## src/rtl/trng_word_arbiter.sv

```systemverilog
// Filters TRNG words (warm-up discard, repetition-count health test), buffers them,
// and hands each buffered word to exactly one requester in round-robin order.
module trng_word_arbiter #(
  parameter int N_REQ     = 4,
  parameter int DEPTH     = 4,
  parameter int WARMUP    = 16,
  parameter int REP_LIMIT = 3
) (
  input  logic                     clk_in,
  input  logic                     rst,
  input  logic [31:0]              trng_data,
  input  logic                     trng_valid,
  input  logic [N_REQ-1:0]         req,
  output logic [N_REQ-1:0]         gnt,
  output logic [31:0]              rnd_data,
  output logic                     rnd_valid,
  output logic [$clog2(DEPTH):0]   fifo_level,
  output logic                     health_fail,
  output logic                     warm
);

  localparam int AW  = $clog2(DEPTH);
  localparam int LW  = AW + 1;
  localparam int IW  = $clog2(N_REQ);
  localparam int WCW = (WARMUP > 0) ? $clog2(WARMUP + 1) : 1;
  localparam int RCW = $clog2(REP_LIMIT + 1);

  localparam logic [WCW-1:0] WARM_LAST = WCW'(WARMUP - 1);
  localparam logic [RCW-1:0] REP_MAX   = RCW'(REP_LIMIT);
  localparam logic [LW-1:0]  FULL_LVL  = LW'(DEPTH);
  localparam logic [IW-1:0]  LAST_IDX  = IW'(N_REQ - 1);

  typedef enum logic [1:0] {
    ST_WARMUP = 2'd0,
    ST_RUN    = 2'd1,
    ST_FAIL   = 2'd2
  } state_t;

  localparam state_t RESET_STATE = (WARMUP == 0) ? ST_RUN : ST_WARMUP;

  state_t           state, state_next;
  logic [WCW-1:0]   warm_cnt;
  logic [RCW-1:0]   rep_cnt, rep_next;
  logic [31:0]      prev_word;
  logic             take, trip;

  logic [31:0]      mem [DEPTH];
  logic [AW-1:0]    wr_ptr, rd_ptr;
  logic [LW-1:0]    count;
  logic             full, push, pop;

  // rr_ptr is the index searched first, i.e. last winner + 1 (mod N_REQ).
  logic [IW-1:0]    rr_ptr;
  logic [IW-1:0]    win_idx;
  logic             win_found;

  always_comb begin
    state_next = state;
    rep_next   = rep_cnt;
    take       = 1'b0;
    trip       = 1'b0;
    case (state)
      ST_WARMUP: begin
        if (trng_valid && warm_cnt == WARM_LAST) begin
          state_next = ST_RUN;
        end
      end
      ST_RUN: begin
        if (trng_valid) begin
          take = 1'b1;
          if (rep_cnt == '0 || trng_data != prev_word) begin
            rep_next = RCW'(1);
          end else begin
            rep_next = rep_cnt + RCW'(1);
          end
          if (rep_next == REP_MAX) begin
            trip       = 1'b1;
            state_next = ST_FAIL;
          end
        end
      end
      default: state_next = ST_FAIL;
    endcase
  end

  always_comb begin
    int cand;
    cand      = 0;
    win_idx   = '0;
    win_found = 1'b0;
    for (int i = 0; i < N_REQ; i++) begin
      cand = int'(rr_ptr) + i;
      if (cand >= N_REQ) begin
        cand = cand - N_REQ;
      end
      if (!win_found && req[cand]) begin
        win_found = 1'b1;
        win_idx   = IW'(cand);
      end
    end
  end

  assign full = (count == FULL_LVL);
  assign pop  = (state == ST_RUN) && !trip && (count != '0) && win_found;
  assign push = take && !trip && (!full || pop);

  always_ff @(posedge clk_in) begin
    if (rst) begin
      state     <= RESET_STATE;
      warm_cnt  <= '0;
      warm      <= (WARMUP == 0);
      rep_cnt   <= '0;
      prev_word <= '0;
    end else begin
      state <= state_next;
      if (state == ST_WARMUP && trng_valid) begin
        warm_cnt <= warm_cnt + WCW'(1);
      end
      if (state == ST_WARMUP && state_next == ST_RUN) begin
        warm <= 1'b1;
      end
      // Dropped (FIFO-full) words still feed the health test.
      if (take) begin
        rep_cnt   <= rep_next;
        prev_word <= trng_data;
      end
    end
  end

  always_ff @(posedge clk_in) begin
    if (push) begin
      mem[wr_ptr] <= trng_data;
    end
  end

  always_ff @(posedge clk_in) begin
    if (rst || trip || state == ST_FAIL) begin
      wr_ptr <= '0;
      rd_ptr <= '0;
      count  <= '0;
    end else begin
      if (push) begin
        wr_ptr <= wr_ptr + AW'(1);
      end
      if (pop) begin
        rd_ptr <= rd_ptr + AW'(1);
      end
      case ({push, pop})
        2'b10:   count <= count + LW'(1);
        2'b01:   count <= count - LW'(1);
        default: count <= count;
      endcase
    end
  end

  always_ff @(posedge clk_in) begin
    if (rst) begin
      gnt       <= '0;
      rnd_valid <= 1'b0;
      rnd_data  <= '0;
      rr_ptr    <= '0;
    end else begin
      rnd_valid <= pop;
      gnt       <= pop ? (N_REQ'(1) << win_idx) : '0;
      if (pop) begin
        rnd_data <= mem[rd_ptr];
        rr_ptr   <= (win_idx == LAST_IDX) ? '0 : win_idx + IW'(1);
      end
    end
  end

  assign fifo_level  = count;
  assign health_fail = (state == ST_FAIL);

endmodule
```

## config.mk

```make
export PLATFORM = sky130hd
export DESIGN_NAME = trng_word_arbiter
export DESIGN_NICKNAME = d
export VERILOG_FILES = /design/src/rtl/trng_word_arbiter.sv
export SDC_FILE = /design/constraint.sdc
export NUM_CORES = 1
export LEC_CHECK = 0
export ABC_CLOCK_PERIOD_IN_PS = 5600
export CAP_MARGIN = 20
export CORE_MARGIN = 2
export CORE_UTILIZATION = 35
export CTS_BUF_LIST = sky130_fd_sc_hd__clkbuf_16
export DETAILED_ROUTE_END_ITERATION = 8
export GPL_TIMING_DRIVEN = 0
export PLACE_DENSITY = 0.56
export SYNTH_ARGS = -nofsm -noshare
export SYNTH_HDL_FRONTEND = slang
export SYNTH_SLANG_ARGS = --single-unit
```

## constraint.sdc

```tcl
create_clock -name clk_in -period 5.6 [get_ports clk_in]
set_clock_uncertainty 0.1 [all_clocks]
set_input_delay 1.12 -clock clk_in [delete_from_list [all_inputs] [get_ports clk_in]]
set_output_delay 1.12 -clock clk_in [all_outputs]
set_load 0.02 [all_outputs]
```

Word-level counts from Yosys, hierarchy flattened. Memories as Yosys holds them, arrays and structs flattened. A register that Yosys moved wholly into a read port is not among the register bits. Cells that the tools add are included.

Word-level logic and storage cells: 112. Memories: 1. Bits of input ports: 39. Output and inout bits: 42. Register bits: 56. Bits in writable memories: 128.

Memories: mem (words 4, width 32, rd ports 1, clocked after memory_dff 1, wr ports 1, line 47) `logic [31:0] mem [DEPTH];`.

Equal/unequal tests: 10. Bitwise logic cells: 1. Multiplexer cells: 40. Shifts and indexed selects: 1. Reduce and logical (&&, ||, !) cells: 26. Add/sub/neg operators: 14. Order comparisons: 8.

Operator list (count): 32-bit by 4-bit less-than comparator with 1-bit output, second input constant (4); 32-bit two-way mux (4); 32-bit inequality test (1); 2-bit two-way mux (11); 1-bit two-way mux (19); 3-bit by 3-bit subtractor with 4-bit output, second input constant (3); 1-bit logical AND (11); 3-bit greater-or-equal comparator, second input constant (3); 2-bit by 1-bit adder with 2-bit output, second input constant (4); 1-bit binary-select mux with 2-bit select (4); 2-bit == test, second input constant (4); 2-bit by 2-bit adder with 3-bit output, second input constant (2); 2-bit by 1-bit == test with 1-bit output, second input constant (3); 3-bit case mux with 2 select lines (1); 5-bit by 1-bit adder with 5-bit output, second input constant (1); 5-bit by 4-bit == test with 1-bit output, second input constant (1); 1-bit zero test (5); 2-bit zero test (2); 1-bit logical OR (4); 2-bit case mux with 2 select lines (1); 1-bit by 2-bit << shifter with 4-bit output, first input constant (1); 2-bit by 3-bit subtractor with 4-bit output, second input constant (1); 2-bit by 1-bit adder with 3-bit output, second input constant (1); 3-bit by 1-bit adder with 3-bit output, second input constant (1); other kinds (8) (8).

Depth between registers and ports, before layout. Gate-level depths: netlist of the first run.

Depth in word-level cells: 20. Depth in mapped cells: 9. Mapped depth without buffers: 7.

Worst setup path after synthesis of the first run. No wires, ideal clock.

Path type: input port to flip-flop. From: input trng_data[25]. To: memory mem[0][0], enable pin. Path buffers: 0. Setup time: 0.320 ns. Stages: 5. Setup slack: 2.458 ns. Data required time: 5.180 ns. Data arrival time: 2.723 ns. Cells stage by stage: xor2_1 or4_4 nor4b_4 nand4b_4 and3_2.

Cells in the longest elaborated chain, start to end: 17. Elaborated cells between the ends (all ways): 18. Classes of those cells: 2 x eq/ne; 8 x mux; 8 x reduce/logical.

RTL lines: start, declared (line 11) `input logic [31:0] trng_data,`; 32-bit inequality test * (line 71) `if (rep_cnt == '0 || trng_data != prev_word) begin`; 1-bit logical OR * (line 71); 2-bit two-way mux * (line 71); 2-bit two-way mux * (line 69) `if (trng_valid) begin`; 2-bit two-way mux * (line 62) `case (state)`; 2-bit == test * (line 76) `if (rep_next == REP_MAX) begin`; 1-bit two-way mux * (line 76); 1-bit two-way mux * (line 69); 1-bit two-way mux * (line 62); 1-bit zero test * (line 104, 105); 1-bit logical AND (3 in series) (line 104) `assign pop = (state == ST_RUN) && !trip && (count != '0) && win_found;`; 1-bit logical OR (line 105) `assign push = take && !trip && (!full || pop);`; 1-bit logical AND * (line 105); 1-bit two-way mux * (line 131) `if (push) begin`; 1-bit two-way mux (not written as such) * (line 132) `mem[wr_ptr] <= trng_data;`; end, declared (line 47).

Every way passes the cells marked *; elsewhere a longest branch is shown, timed or not. The select of a mux whose other input is x is not followed.

Worst setup path after layout of the first run.
From: input trng_valid. To: memory mem[2][23], enable pin.

Cells in the longest elaborated chain, start to end: 10. Elaborated cells between the ends (all ways): 13. Classes of those cells: 6 x mux; 7 x reduce/logical.

RTL lines: start, declared (line 12) `input logic trng_valid,`; 1-bit two-way mux (line 69); 1-bit two-way mux (line 62); 1-bit zero test (line 104, 105); 1-bit logical AND (3 in series) (line 104); 1-bit logical OR (line 105); 1-bit logical AND * (line 105); 1-bit two-way mux * (line 131); 1-bit two-way mux (not written as such) * (line 132).

Every way passes the cells marked *; elsewhere a longest branch is shown, timed or not.

==> flow_summary.ini, run 1 <==
[run_status]
run_status = finished, final reports clean

[die]
top_level_ports = 81
die_ar_um2 = 25800
height_of_the_chip_um = 161
floorplan.rows = 57
floorplan.initialDensity_pct = 35.5
die_extent_in_x_um = 161
coreArea_um2 = 24200

[cts]
cts-hold-fix-buffers = 0
clockRootBuffer = sky130_fd_sc_hd__clkbuf_16
clock-sinks = 216
cts_tree = yes
clkTransAtPathRegs_ps = 60
clkLatencyLatePin_ps = 520
htree_levels = 1
numCtsBuffers = 24
clock_path_buffers = 3
ctsResizeCount = 0
cts_post_setup_buffers_inserted = 0

[layout]
num_antenna_cells = 0
final_net_count = 805
areaGrowthSynthToFinish_pct = 22.8
area.sequential_um2 = 5610
post_route_cells_drive_above_1_share_pct = 11.4
multi_input_area_um2 = 2790
filler_cell_count = 2212

[hold_path]
min_to = rep_cnt[0]$_SDFFE_PP0P_
hold_path_startpoint = rep_cnt[0]$_SDFFE_PP0P_
min_delay_path_depth = 1
min-delay-path-class = reg2reg

[route]
num_vias = 5636
ant_nets = 0
drt_iter0_drc = 377
routed.top_layer = met4
firstDrtPassIters = 5
detail_routed_via_count_per_cell = 5.13
met1_length_um = 8910
routed-wl-met2_um = 10400
remaining_drcs = 0
total_wirelength_of_the_detailed_routed_design_um = 20900
wl_per_cell_um = 19.0
wl_met3_um = 991

[sta]
post-route-min-period_ps = 3660
hold_viol_final = 0
worst_pin_slew_ps = 1090
setup_violations = 0
pins_over_their_slew_limit = 0
max_slew_margin_pct = 27.2
worst_slack_ps = 1940
period_share_pct = 65.3
totalNegativeSetupSlack_ps = 0
achievable-frequency_mhz = 274
rsz0062_at_grt = false

[worst_setup_path]
worst-endpoint-required_ps = 5630
path_max_fanout = 32
timing.reg2reg.setup_slack_ps = 2630
worst-r2r-cell-count = 5
crit-reg2reg-capture = mem[2][23]$_DFFE_PP_
setup.worst_path.start_class = primary input
critPathCaptureType = flip-flop
crit_arrival_ps = 3680
r2r-start = state[0]$_SDFF_PP0_
criticalPathCategory = in2reg

[grt]
wire_length_of_the_first_global_routing_pass_um = 31800
overflow = 0
track_usage_pct = 16.1
initial_antenna_violation_count = 0
grt_max_degree = 33
grt_pass1_vias = 5734

[logic_synthesis]
synth-warning-count = 0
synth-seq-cells = 216
synth_sequential_area_ratio_pct = 65.2
synth_cell_types = 49
synth_top_flop_cell = sky130_fd_sc_hd__edfxtp_1
synthArstFlopShare_pct = 0
cell_area_synth_um2 = 8600
synth_enable_flop_cells = 128
syn_area_per_cell_um2 = 13.2
syn_inst = 652
syn_nets = 700

[placement]
quantity_of_i_o_buffers_inserted_on_ports = 79
dpl_worst_slack_ps = 1430
place_congestion = 0.784
dpl.hpwl_um = 13800

[run]
maxCapViolCount = 0

[power_and_ir_drop]
cellPowerDensity_nw_per_um2 = 311
leakage_power_of_the_design_nw = 3.34
vdd_ir_max_mv = 0.163
[layer usage]
| layer | vias to the layer above | global-route usage [%] |
|---|---|---|
| met1 | 2806 | 20.5 |
| met3 | 37 | 2.35 |
| met2 | 161 | 28.5 |
| met4 | 0 | 4.63 |
| met5 | - | 0 |
| li1 | 2632 | - |
[synth_stat cells (all sizes together), types with 7 or more instances]
cell | instances | area [µm²]
edfxtp | 128 | 3840
dfxtp | 88 | 1760
a21oi | 80 | 404
nand2 | 76 | 285
nand3 | 42 | 210
o21ai | 38 | 190
mux4 | 32 | 721
clkbuf | 31 | 116
xnor2 | 30 | 263
nor2 | 15 | 56.3
inv | 10 | 37.5
nand4 | 10 | 62.6
buf | 9 | 52.6
ha | 8 | 100
xor2 | 7 | 61.3
[sequential cells by signal, summed over array words and instances, names as in the netlist, 2 cells and up]
name / count
mem: 128
prev_word: 32
rnd_data: 32
warm_cnt: 5
gnt: 4
fifo_level: 3
rd_ptr: 2
rep_cnt: 2
rr_ptr: 2
state: 2
wr_ptr: 2
[cell families after synthesis]
| group | share of synthesized area, % |
|---|---|
| AOI/OAI and AO/OA | 7.52 |
| xor gates and xnor gates | 3.77 |
| adders and majority gates | 1.40 |
| buffers and inverters | 2.40 |
| DFF | 65.2 |
| muxes | 8.84 |
| and+or+nand+nor | 10.9 |
[through the flow]
step	cell area, µm²	cells	total power, mW	hold slack [ps]	util [%]
finish	10600	1099	3.28	353	43.6
global route	10600	1099	3.38	365	43.6
CTS	10600	1099	3.31	354	43.6
detailed placement	9800	1055	1.81	346	40.4
global placement	9800	1055	1.81	322	40.4
floorplan	8600	652	1.75	312	-
[worst max-delay path, cell delays in order]
cell and delay [ps]:
sky130_fd_sc_hd__clkdlybuf4s50_1 640, sky130_fd_sc_hd__nand2_1 110, sky130_fd_sc_hd__nor2_1 600, sky130_fd_sc_hd__and2_1 320
sky130_fd_sc_hd__and3_2 870
[cells in the final DEF (no fill, tap or decap), types with 3 or more instances in the layout]
cell / count
sky130_fd_sc_hd__edfxtp_1: 128
sky130_fd_sc_hd__dfxtp_1: 88
sky130_fd_sc_hd__a21oi_1: 79
sky130_fd_sc_hd__clkinv_1: 4
sky130_fd_sc_hd__clkdlybuf4s50_1: 79
sky130_fd_sc_hd__clkbuf_1: 31
sky130_fd_sc_hd__inv_1: 16
sky130_fd_sc_hd__and3_2: 4
sky130_fd_sc_hd__ha_1: 8
sky130_fd_sc_hd__mux4_2: 32
sky130_fd_sc_hd__clkinv_2: 5
sky130_fd_sc_hd__o21ai_0: 29
sky130_fd_sc_hd__nand3_1: 42
sky130_fd_sc_hd__o21ai_1: 9
sky130_fd_sc_hd__nor3_1: 5
sky130_fd_sc_hd__nor4_1: 3
sky130_fd_sc_hd__nor2_1: 15
sky130_fd_sc_hd__nand4_1: 10
sky130_fd_sc_hd__buf_2: 6
sky130_fd_sc_hd__xor2_1: 7
sky130_fd_sc_hd__xnor2_1: 30
sky130_fd_sc_hd__clkbuf_16: 25
sky130_fd_sc_hd__nand2_1: 76
sky130_fd_sc_hd__mux2i_1: 4
[worst max path at each step]
stage                  startpoint                  endpoint  slack, ps
global placement    trng_data[25]      mem[1][19]$_DFFE_PP_       1470
global route        trng_data[30]  rnd_data[1]$_SDFFE_PP0N_       1830
floorplan           trng_data[25]       mem[0][0]$_DFFE_PP_       2460
CTS                    trng_valid      mem[1][23]$_DFFE_PP_       1930
finish                 trng_valid      mem[2][23]$_DFFE_PP_       1940
detailed placement     trng_valid      mem[1][18]$_DFFE_PP_       1430
[report_power, final]
group	internal [mW]	leakage, nW	total (mW)	switching (mW)
Combinational	0.0387	1.08	0.0958	0.0571
Sequential	1.68	1.86	1.68	0.00167
Clock	0.896	0.394	1.50	0.609
Total	2.62	3.34	3.28	0.668
[final cells by class]
class                      instances  area share (%)
tap                              324            3.84
timing repair buffer              79            7.49
clock buffer                      25            5.92
sequential                       216            53.1
clock inverter                    19            1.30
inverter                          10           0.355
multi-input combinational        386            26.4
buffer                            40            1.60
(Power assumes the default switching activity.)
==> run 2, diff against run 1 <==
ABC_CLOCK_PERIOD_IN_PS = 3060   (was 5600)
PLACE_DENSITY = 0.58   (was 0.56)
clock period = 3.06 ns   (was 5.6 ns; I/O delays follow)
==> run 2 against run 1 <==
Effect of this change: combinational power is 81% higher; power grew 96%; cell count up 0.36%; critical endpoint is now mem[0][3]$_DFFE_PP_; largest cell class unchanged; largest power group is now the clock network; highest routed layer unchanged.
==> flow_summary.ini, run 2 (synthesis gave the netlist of run 1 again) <==
[worst_setup_path]
worst-endpoint-required_ps = 3100
worst-r2r-cell-count = 5
critical-path-slowest-cell = sky130_fd_sc_hd__clkdlybuf4s50_1
max_stage_delay_ps = 670
critical_path.n_buffers_inverters = 1
worstSetupPathDepth = 5
crit_path_cell_trace = clkdlybuf4s50_1 > nand2_1 > nor2_1 > and2_1 > and3_4
path_max_fanout = 32
critPathCaptureType = flip-flop
crit_arrival_ps = 2920
critPathTopFamily = simple AND/OR/NAND/NOR gates
setup.worst_path.start_class = primary input
criticalPathCategory = in2reg
timing.reg2reg.setup_slack_ps = 400

[layout]
biggestRegsByFlops = mem: 128 flops, prev_word: 32 flops, rnd_data: 32 flops
final_net_count = 809
filler_cell_count = 2238
commonest_non_fill_non_tap_cell_in_the_layout = sky130_fd_sc_hd__edfxtp_1
layoutNonFillerInstCount = 1103
utilization_pct = 44.4
num_antenna_cells = 0
max_reg_flops = 128
final_design_area_no_fill_um2 = 10800
largest-register = mem
mostFrequentLayoutCells = sky130_fd_sc_hd__edfxtp_1, sky130_fd_sc_hd__dfxtp_1, sky130_fd_sc_hd__a21oi_1, sky130_fd_sc_hd__clkdlybuf4s50_1, sky130_fd_sc_hd__nand2_1
areaGrowthSynthToFinish_pct = 25.1
post_route_cells_drive_above_1_share_pct = 12.7

[sta]
finalHoldWorstSlack_ps = 337
max_slew_margin_pct = 45.8
setup_violations = 0
achievable-frequency_mhz = 347
post-route-min-period_ps = 2880
worst_slack_ps = 181
rsz0062_at_grt = false
worst_pin_slew_ps = 812
hold_viol_final = 0
period_share_pct = 94.1
pins_over_their_slew_limit = 0

[placement]
number_of_placed_instances_taps_included = 1056
dpl.hpwl_um = 13200
placement.cell_area_um2 = 9810
dpl_worst_slack_ps = -644
place_congestion = 0.790
quantity_of_i_o_buffers_inserted_on_ports = 79

[power_and_ir_drop]
switching_share_pct = 19.5
sequentialPowerShare_pct = 47.9
power_frac_comb_pct = 2.7
power_switching_mw = 1.25
relative_contribution_of_the_clock_network_to_total_power_pct = 49.4
power_report.internal_total_mw = 5.18
cellPowerDensity_nw_per_um2 = 598
vdd_ir_max_mv = 0.331
leakage_power_of_the_design_nw = 3.43

[grt]
wire_length_of_the_first_global_routing_pass_um = 31300
grt_max_degree = 33
grt_pass1_vias = 5569
initial_antenna_violation_count = 0
track_usage_pct = 15.6
overflow = 0

[hold_path]
min_delay_path_depth = 1
min-delay-path-class = reg2reg

[route]
wl_per_cell_um = 18.2
num_vias = 5548
firstDrtPassIters = 5
detail_routed_via_count_per_cell = 5.03
drt_iter0_drc = 372
total_wirelength_of_the_detailed_routed_design_um = 20000
remaining_drcs = 0
ant_nets = 0

[die]
floorplan.rows = 57
top_level_ports = 81
floorplan.initialDensity_pct = 35.5
die_extent_in_x_um = 161
die_ar_um2 = 25800
height_of_the_chip_um = 161
coreArea_um2 = 24200

[cts]
clockRootBuffer = sky130_fd_sc_hd__clkbuf_16
cts-hold-fix-buffers = 0
clock_path_buffers = 3
clock-sinks = 216
numCtsBuffers = 24
htree_levels = 1
clkTransAtPathRegs_ps = 60
cts_tree = yes
clkLatencyLatePin_ps = 510

[run_status]
run_status = finished, final reports clean

[run]
maxCapViolCount = 0
run 2: cell types whose count changed in the layout (fill, tap and decap cells not counted), moves of 2 or more:
cell | previous run | this run
sky130_fd_sc_hd__xnor2_2 | 0 | 2
sky130_fd_sc_hd__and3_2 | 4 | 0
sky130_fd_sc_hd__bufinv_16 | 2 | 7
sky130_fd_sc_hd__clkinv_1 | 4 | 0
sky130_fd_sc_hd__and3_4 | 0 | 4
sky130_fd_sc_hd__clkinvlp_4 | 2 | 0
sky130_fd_sc_hd__xnor2_1 | 30 | 28
sky130_fd_sc_hd__buf_4 | 1 | 5
run 2: final timing paths:
kind | start | endpoint
worst max register to register | state[0]$_SDFF_PP0_ | mem[0][3]$_DFFE_PP_
worst max-delay path | trng_valid | mem[0][3]$_DFFE_PP_
worst min-delay path | rep_cnt[0]$_SDFFE_PP0P_ | rep_cnt[0]$_SDFFE_PP0P_
worst min register to register | rep_cnt[0]$_SDFFE_PP0P_ | rep_cnt[0]$_SDFFE_PP0P_
run 2: timing repair:
action / in CTS / in global routing
gates resized for setup: 1 / 8
pin swaps: 1 / 0
endpoints found under the setup margin: 144 / 100
setup buffers: 3 / 0
run 2: layout make-up:
class	count	area, µm²	share of cell area (%)
well taps	324	405	3.77
flip-flops and latches	216	5610	52.1
multi-input cells	386	2840	26.3
plain buffers	40	171	1.59
repair buffers	83	821	7.62
clock inverters	20	289	2.68
clock buffers	24	601	5.58
inverters	10	37.5	0.349
run 2: through the flow:
stage	setup TNS [ps]	power, mW
after global routing	0	6.63
after detailed placement	-96380	3.32
after CTS	-6970	6.50
final	0	6.43
after global placement	-99070	3.31
after floorplan	0	3.20
run 2: power by group through the flow:
stage / sequential [mW] / combinational (mW) / clock (mW)
final: 3.08 / 0.173 / 3.18
after global routing: 3.08 / 0.190 / 3.36
after CTS: 3.08 / 0.174 / 3.25
after detailed placement: 3.14 / 0.173 / 0
after global placement: 3.14 / 0.170 / 0
after floorplan: 3.14 / 0.0595 / 0
run 2: layer usage:
layer / GRT usage (%) / part of all wire, %
met1: 21.2 / 45
met2: 26.2 / 48
met3: 2.61 / 5.3
met4: 3.77 / 1.9
met5: 0 / 0
==> run 3, diff against run 2 <==
CORE_UTILIZATION = 50   (was 35)
PLACE_DENSITY = 0.77   (was 0.58)
==> run 3 against run 2 <==
Effect of this change: maximum frequency shrank 1.7%; largest cell class unchanged; final area decreased by 3.2%; cell count fell by 9.9%; critical endpoint is now rnd_data[19]$_SDFFE_PP0N_; highest routed layer unchanged; global-route usage up 6.4 points; critical path depth rose by 4; hold slack better by 33 ps; routed wire length is 1.5% lower; sequential share of layout area grew 1.7 points.
==> flow_summary.ini, run 3 (synthesis gave the netlist of run 1 again) <==
[run_status]
run_status = finished, final reports clean

[cts]
clockRootBuffer = sky130_fd_sc_hd__clkbuf_16
clkTransAtPathRegs_ps = 60
clock-sinks = 216
cts-hold-fix-buffers = 0
clock_path_buffers = 3
cts_tree = yes
numCtsBuffers = 22
clkLatencyLatePin_ps = 500
htree_levels = 1

[die]
height_of_the_chip_um = 135
floorplan.initialDensity_pct = 51.5
coreArea_um2 = 16700
die_ar_um2 = 18300
die_extent_in_x_um = 135
top_level_ports = 81
floorplan.rows = 47

[power_and_ir_drop]
cellPowerDensity_nw_per_um2 = 565
switching_share_pct = 20.5
vdd_ir_max_mv = 0.408
leakage_power_of_the_design_nw = 3.31
sequentialPowerShare_pct = 52.4
power_report.internal_total_mw = 4.68
power_frac_comb_pct = 2.9
relative_contribution_of_the_clock_network_to_total_power_pct = 44.7
power_switching_mw = 1.20
total_power_mw = 5.88

[hold_path]
hold_path_startpoint = rep_cnt[0]$_SDFFE_PP0P_
min_delay_path_depth = 1
min_to = rep_cnt[0]$_SDFFE_PP0P_
min-delay-path-class = reg2reg

[layout]
utilization_pct = 62.4
filler_cell_count = 1270
num_antenna_cells = 0
commonest_non_fill_non_tap_cell_in_the_layout = sky130_fd_sc_hd__edfxtp_1
post_route_cells_drive_above_1_share_pct = 11.6
layoutNonFillerInstCount = 994
largest-register = mem
max_reg_flops = 128
final_net_count = 806
areaGrowthSynthToFinish_pct = 21.1
final_design_area_no_fill_um2 = 10400
biggestRegsByFlops = mem: 128 flops, prev_word: 32 flops, rnd_data: 32 flops
mostFrequentLayoutCells = sky130_fd_sc_hd__edfxtp_1, sky130_fd_sc_hd__dfxtp_1, sky130_fd_sc_hd__a21oi_1, sky130_fd_sc_hd__clkdlybuf4s50_1, sky130_fd_sc_hd__nand2_1

[worst_setup_path]
critPathCaptureType = flip-flop
crit-reg2reg-capture = mem[2][21]$_DFFE_PP_
crit_arrival_ps = 3250
r2r-start = state[0]$_SDFF_PP0_
worst-r2r-cell-count = 5
criticalPathCategory = in2reg
setup.worst_path.start_class = primary input
worst-endpoint-required_ps = 3380
timing.reg2reg.setup_slack_ps = 460
path_max_fanout = 10

[sta]
hold_viol_final = 0
rsz0062_at_grt = false
achievable-frequency_mhz = 341
pins_over_their_slew_limit = 0
totalNegativeSetupSlack_ps = 0
setup_violations = 0
period_share_pct = 95.8
max_slew_margin_pct = 20.6
worst_pin_slew_ps = 1190
post-route-min-period_ps = 2930

[route]
ant_nets = 0
detail_routed_via_count_per_cell = 5.79
wl_per_cell_um = 19.8
num_vias = 5751
total_wirelength_of_the_detailed_routed_design_um = 19700
remaining_drcs = 0
drt_iter0_drc = 515
firstDrtPassIters = 5

[grt]
overflow = 0
wire_length_of_the_first_global_routing_pass_um = 30600
grt_pass1_vias = 5821
track_usage_pct = 22.0
grt_max_degree = 33
initial_antenna_violation_count = 0

[run]
maxCapViolCount = 0

[placement]
dpl.hpwl_um = 13100
number_of_placed_instances_taps_included = 951
quantity_of_i_o_buffers_inserted_on_ports = 79
place_congestion = 0.855
placement.cell_area_um2 = 9670
[run 3: cell count changes in the layout (fill, tap and decap cells not counted), moves of 2 or more]
cell and delta:
sky130_fd_sc_hd__inv_1 -3, sky130_fd_sc_hd__clkinvlp_4 +2, sky130_fd_sc_hd__xnor2_1 +2, sky130_fd_sc_hd__bufinv_16 -5, sky130_fd_sc_hd__clkinv_1 +4, sky130_fd_sc_hd__xnor2_2 -2
[run 3: repair_timing]
action,4_1_cts,5_1_grt
endpoints found under the setup margin,147,0
resized for setup,4,0
buffers inserted,3,0
[run 3: worst max-delay path, stage by stage]
cell and delay [ps]:
sky130_fd_sc_hd__clkdlybuf4s50_1 650, sky130_fd_sc_hd__xnor2_1 190, sky130_fd_sc_hd__nand4_1 180, sky130_fd_sc_hd__nor4b_2 450, sky130_fd_sc_hd__and4_1 290, sky130_fd_sc_hd__buf_2 250
sky130_fd_sc_hd__buf_2 290, sky130_fd_sc_hd__o21ai_0 120, sky130_fd_sc_hd__a21oi_1 200
[run 3: area by class of cell]
type	instances	area [µm²]	area share, %
flip-flops and latches	216	5610	53.8
multi-input cells	386	2810	26.9
repair buffers	82	813	7.81
clock buffers	23	576	5.53
well taps	220	275	2.64
plain buffers	40	169	1.62
clock inverters	17	135	1.30
inverters	10	37.5	0.360
[run 3: worst max-delay path by stage]
stage                             start                         end  slack [ps]  depth (start not counted)
final                     trng_data[30]   rnd_data[19]$_SDFFE_PP0N_         130                          9
after global routing             req[0]  fifo_level[2]$_SDFFE_PP0P_           7                          9
after CTS                        req[0]  fifo_level[2]$_SDFFE_PP0P_         170                          9
after detailed placement  trng_data[30]   rnd_data[27]$_SDFFE_PP0N_        -570                          8
after global placement    trng_data[25]        mem[3][23]$_DFFE_PP_        -510                          6
after floorplan           trng_data[25]         mem[0][0]$_DFFE_PP_         430                          5
[run 3: metrics by stage]
step                hold slack, ps  setup slack, ps
floorplan                      312              426
global placement               323             -515
detailed placement             328             -566
CTS                            358              166
global route                   373             7.24
finish                         370              130
[run 3: per-layer routing]
layer  vias to the layer above  track usage (%)  routed length (µm)
met4                         0             6.60                 536
met3                        49             3.55                1110
met2                       211             39.3               10000
li1                       2638                -                   -
met1                      2853             27.7                8060
met5                         -                0                   0
[run 3: power groups by stage]
| stage | combinational, mW | sequential (mW) | clock [mW] |
|---|---|---|---|
| 2_1_floorplan | 0.0595 | 3.14 | 0 |
| 3_3_place_gp | 0.162 | 3.14 | 0 |
| 3_5_place_dp | 0.170 | 3.14 | 0 |
| 4_1_cts | 0.171 | 3.08 | 2.66 |
| 5_1_grt | 0.184 | 3.08 | 2.77 |
| 6_report | 0.172 | 3.08 | 2.63 |
